$ cat config.mk
export PLATFORM = sky130hd
export DESIGN_NAME = apb_slave_regs
export DESIGN_NICKNAME = d
export VERILOG_FILES = /design/src/rtl/apb_slave_regs.sv
export SDC_FILE = /design/constraint.sdc
export NUM_CORES = 1
export LEC_CHECK = 0
export CAP_MARGIN = 20
export CORE_MARGIN = 3
export CORE_UTILIZATION = 35
export CTS_BUF_LIST = sky130_fd_sc_hd__clkbuf_16
export CTS_CLUSTER_SIZE = 25
export DETAILED_ROUTE_END_ITERATION = 10
export GPL_TIMING_DRIVEN = 1
export PLACE_DENSITY = 0.59
export SYNTH_ARGS = -nofsm -noshare
export SYNTH_HDL_FRONTEND = slang
export SYNTH_SLANG_ARGS = --single-unit
$ cat constraint.sdc
create_clock -name clk -period 4.3 [get_ports clk]
set_input_delay 1.075 -clock clk [delete_from_list [all_inputs] [get_ports clk]]
set_output_delay 1.075 -clock clk [all_outputs]
set_load 0.02 [all_outputs]
$ cat src/rtl/apb_slave_regs.sv
// APB register slave: read-only ID word at index 0 and NUM_REGS-1 read/write words,
// with a programmable number of access-phase wait states and an error response.
module apb_slave_regs #(
    parameter int WAIT_CYCLES = 1,
    parameter int NUM_REGS    = 16
) (
    input  logic        clk,
    input  logic        rst_n,
    input  logic        psel,
    input  logic        penable,
    input  logic        pwrite,
    input  logic [7:0]  paddr,
    input  logic [31:0] pwdata,
    output logic [31:0] prdata,
    output logic        pready,
    output logic        pslverr
);
    localparam logic [31:0] ID_VALUE = 32'hA5B2_0001;

    typedef enum logic {IDLE, ACCESS} state_t;

    state_t      state;
    logic [3:0]  wait_cnt;
    logic        cap_write;
    logic        cap_err;
    logic [5:0]  cap_idx;
    logic [31:0] cap_data;
    logic [31:0] regs [1:NUM_REGS-1];

    logic [5:0]  setup_idx;
    logic        setup_err;
    logic        commit;
    logic [31:0] setup_data;

    assign setup_idx = paddr[7:2];
    assign setup_err = (paddr[1:0] != 2'b00)
                    || ({1'b0, setup_idx} >= 7'(NUM_REGS))
                    || (pwrite && (setup_idx == 6'd0));

    always_comb begin
        setup_data = 32'h0;
        if (setup_idx == 6'd0)
            setup_data = ID_VALUE;
        for (int i = 1; i < NUM_REGS; i++)
            if (setup_idx == 6'(i))
                setup_data = regs[i];
    end

    assign pready  = (state == ACCESS) && psel && penable && (wait_cnt == 4'd0);
    assign pslverr = pready && cap_err;
    assign prdata  = (pready && !cap_write && !cap_err) ? cap_data : 32'h0;
    assign commit  = pready && cap_write && !cap_err;

    // A SETUP sample always (re)starts a transfer, including a restart mid-ACCESS.
    always_ff @(posedge clk or negedge rst_n) begin
        if (!rst_n) begin
            state     <= IDLE;
            wait_cnt  <= 4'd0;
            cap_write <= 1'b0;
            cap_err   <= 1'b0;
            cap_idx   <= 6'd0;
            cap_data  <= 32'h0;
        end else if (psel && !penable) begin
            state     <= ACCESS;
            wait_cnt  <= 4'(WAIT_CYCLES);
            cap_write <= pwrite;
            cap_err   <= setup_err;
            cap_idx   <= setup_idx;
            cap_data  <= setup_data;
        end else if (state == ACCESS) begin
            if (!psel) begin
                state    <= IDLE;
                wait_cnt <= 4'd0;
            end else if (wait_cnt != 4'd0) begin
                wait_cnt <= wait_cnt - 4'd1;
            end else begin
                state <= IDLE;
            end
        end
    end

    always_ff @(posedge clk or negedge rst_n) begin
        if (!rst_n) begin
            for (int i = 1; i < NUM_REGS; i++)
                regs[i] <= 32'h0;
        end else if (commit) begin
            for (int i = 1; i < NUM_REGS; i++)
                if (cap_idx == 6'(i))
                    regs[i] <= pwdata;
        end
    end
endmodule

==> flow_summary.yaml <==
worst_setup_path:
  cpMostUsedCell: "clkdlybuf4s50_1"
  required_ps: 3220
  crit_family: "buffers and inverters"
  cp_cell_sequence: "clkdlybuf4s50_1, nand2_2, nor3_4, nand2b_2, nor2_4, buf_12, and2_1, clkdlybuf4s50_1"
  cp_max_fo: 15
  path_class: "in2out"
  crit_arrival_ps: 3100
  crit_path_top_delay_cell: "clkdlybuf4s50_1"
  slowest_delay_ps: 610
  end_kind: "output port"
  start_kind: "primary input"
  path_buf_inv: 3
drt:
  drt_iter0_drc: 1633
  post_drt_wl_per_cell_um: 27.96
  vias_per_cell: 5.876
  wl_met3_um: 6465
  drt_wl_total_um: 84540
  drc: 0
  ant_nets: 0
  m1WireLength_um: 36620
  wl_met2_um: 38290
  top_layer: "met5"
  drt-pass1-iter-count: 5
  route.vias.total: 17763
logic_synthesis:
  synth-async-reset-ratio_pct: 100.0
  syn_area_per_cell_sq_um: 12.96
  synthFlopType: "dfrtp_1"
  synth-seq-cells: 525
  netlist-cell-type-count: 86
  syn_inst: 1959
  synth.area.top_cells: "dfrtp_1 52%, mux2_2 14%, mux2_4 8.9%"
  yosysWarnings: 0
  yosysSeqAreaShare_pct: 51.73
  synth_fp_nets: 2006
  synth.largest_area_cell: "dfrtp_1"
  synth_top_area_share_pct: 51.73
  syn_area_sq_um: 25400
  synth_edf_count: 0
placed_design:
  io_buffers: 78
  place_hpwl_um: 51680
  place.gp.congestion: 0.8422
clock_tree:
  cts_made_buffers: 56
  cts_setup_buffers: 0
  cts_tree: "built"
  clk_pin_slew_worst_paths_ps: 60
  cts_resized: 0
  cts_sinks: 525
  clk_latency_ps: 620
  cts_hold_buf: 0
  root_buffer: "clkbuf_16"
  cts_buffer_depth: 3
  htree_levels: 2
sta:
  finalCritPeriodShare_pct: 97.13
  relSlewSlack_pct: 31.87
  slew_violations: 0
  period_minus_slack_ps: 4177
  rsz0062_at_grt: "false"
  worst_hold_slack_ps: 480.6
  finalHoldViolations: 0
  finalSetupTns_ps: 0
  fmax_mhz: 239.4
  setup_viol: 0
  tightestPinTransition_ps: 1022
  skew_ps: 17.98
cells_and_area:
  n_fill_cell: 6593
  layout_common_cells: "525 x dfrtp_1, 324 x mux2_2, 150 x mux2_4"
  final_common_cell: "dfrtp_1"
  final_util_pct: 40.97
  drive_gt1_share_pct: 34.56
  nNetsFinal: 2076
  syn_to_final_growth_pct: 15.72
floorplanning:
  core_sq_um: 71730
  row_count: 98
  die-width_um: 275.4
  dieArea_sq_um: 75830
  boundaryPins: 79
  start_util_pct: 35.41
  fp.dieH_um: 275.4
power_and_ir_drop:
  vdd_drop_max_v: 0.0003247
  leakage_nw: 13.74
  powerDensity_nw_per_um2: 365.7
global_route:
  antenna_found_initial: 5
  track_usage_pct: 22.37
  globalRouteOverflowTotal: 0
  grt_first_pass_wirelength_um: 126300
  grt_pass1_vias: 18436
  grt_max_degree: 102
worst_hold_path:
  holdCritPathClass: "reg2reg"
flow_run:
  drv_cap: 0
status:
  outcome: "finished, final reports clean"
path summary, 6_finish.rpt:
check / slack (ps) / startpoint / cells past startpoint / endpoint
hold / removal: 480 / cap_idx[4]$_DFFE_PN0P_ / 2 / cap_idx[4]$_DFFE_PN0P_
min in group asynchronous: 540 / rst_n / 1 / regs[301]$_DFFE_PN0P_
setup reg to reg: 1420 / wait_cnt[0]$_DFFE_PN0P_ / 9 / regs[43]$_DFFE_PN0P_
setup / recovery: 120 / psel / 8 / prdata[17]
hold reg to reg: 480 / cap_idx[4]$_DFFE_PN0P_ / 2 / cap_idx[4]$_DFFE_PN0P_
max in group asynchronous: 2730 / rst_n / 2 / cap_idx[5]$_DFFE_PN0P_
synth_stat cells (9+ instances only):
| cell type | instances |
|---|---|
| o21ai_0 | 56 |
| or3_1 | 9 |
| nand2b_1 | 15 |
| buf_2 | 47 |
| a2bb2oi_1 | 9 |
| nor3_1 | 37 |
| o221ai_1 | 11 |
| inv_1 | 12 |
| nor4_4 | 9 |
| o211ai_1 | 12 |
| nand2_1 | 59 |
| clkbuf_1 | 81 |
| and3_1 | 17 |
| and2_1 | 36 |
| dfrtp_1 | 525 |
| nand3_1 | 43 |
| nor2b_1 | 14 |
| nor2_1 | 40 |
| a22oi_1 | 37 |
| a221o_1 | 11 |
| mux2_4 | 150 |
| a31oi_1 | 10 |
| a221oi_1 | 30 |
| buf_4 | 33 |
| mux2_2 | 324 |
| nand4_1 | 9 |
| o22ai_1 | 31 |
| a21oi_1 | 54 |
| mux2i_1 | 37 |
| buf_6 | 15 |
| mux2_1 | 20 |
| a211oi_1 | 21 |
layer usage:
layer  track usage [%]  up-vias
met5                 0        -
met4             8.018        2
met3             4.572      210
met2             34.87      779
met1             30.91     9346
li1                  -     7426
area by class of cell:
class                           count  area [sq um]  area share [%]
Inverter                           13         48.80          0.1660
Sequential cell                   525         13140           44.70
Tap cell                          950          1189           4.044
Multi-Input combinational cell   1241         11320           38.52
Clock inverter                     44         236.5          0.8046
Antenna cell                        1         2.502        0.008515
Clock buffer                       57          1426           4.853
Timing Repair Buffer              192          2028           6.901
cell families (layout without fill, tap and decap cells):
group,after synthesis,after routing,share of synthesized area [%]
mux,534,534,25.84
flops,525,525,51.73
compound gates,371,371,10.47
simple gates,333,333,7.804
buf+inv,193,306,4.015
fa+ha+maj,2,2,0.09852
xor+xnor,1,1,0.03449
other cells,0,1,0
stage by stage:
stage | area [sq um] | cells | worst slack (ps) | total power [mW]
2_1_floorplan | 25400 | 1959 | 614.5 | 5.877
3_3_place_gp | 27710 | 2920 | 131.4 | 6.307
3_5_place_dp | 27720 | 2921 | 108.1 | 6.339
4_1_cts | 29390 | 3022 | 92.78 | 10.83
5_1_grt | 29390 | 3023 | 18.47 | 11.12
6_report | 29390 | 3023 | 123.4 | 10.75
power breakdown:
group	switching (mW)	internal [mW]
clock	2.00	2.49
sequential	0.153	5.16
combinational	0.558	0.386
worst reg2reg max path, cell delays in order (launching register included):
cell	delay, ps
dfrtp_1	390
inv_1	100
ha_1	230
nand2b_4	90
nor3_4	210
nand2b_2	110
buf_4	240
or4_2	750
buf_12	250
mux2_4	380
registers in the layout, indices dropped and copies added (netlist names):
register   flops
wait_cnt       4
cap_err        1
cap_data      32
state          1
cap_write      1
cap_idx        6
regs         480
Power figures use the tool's default switching activity.
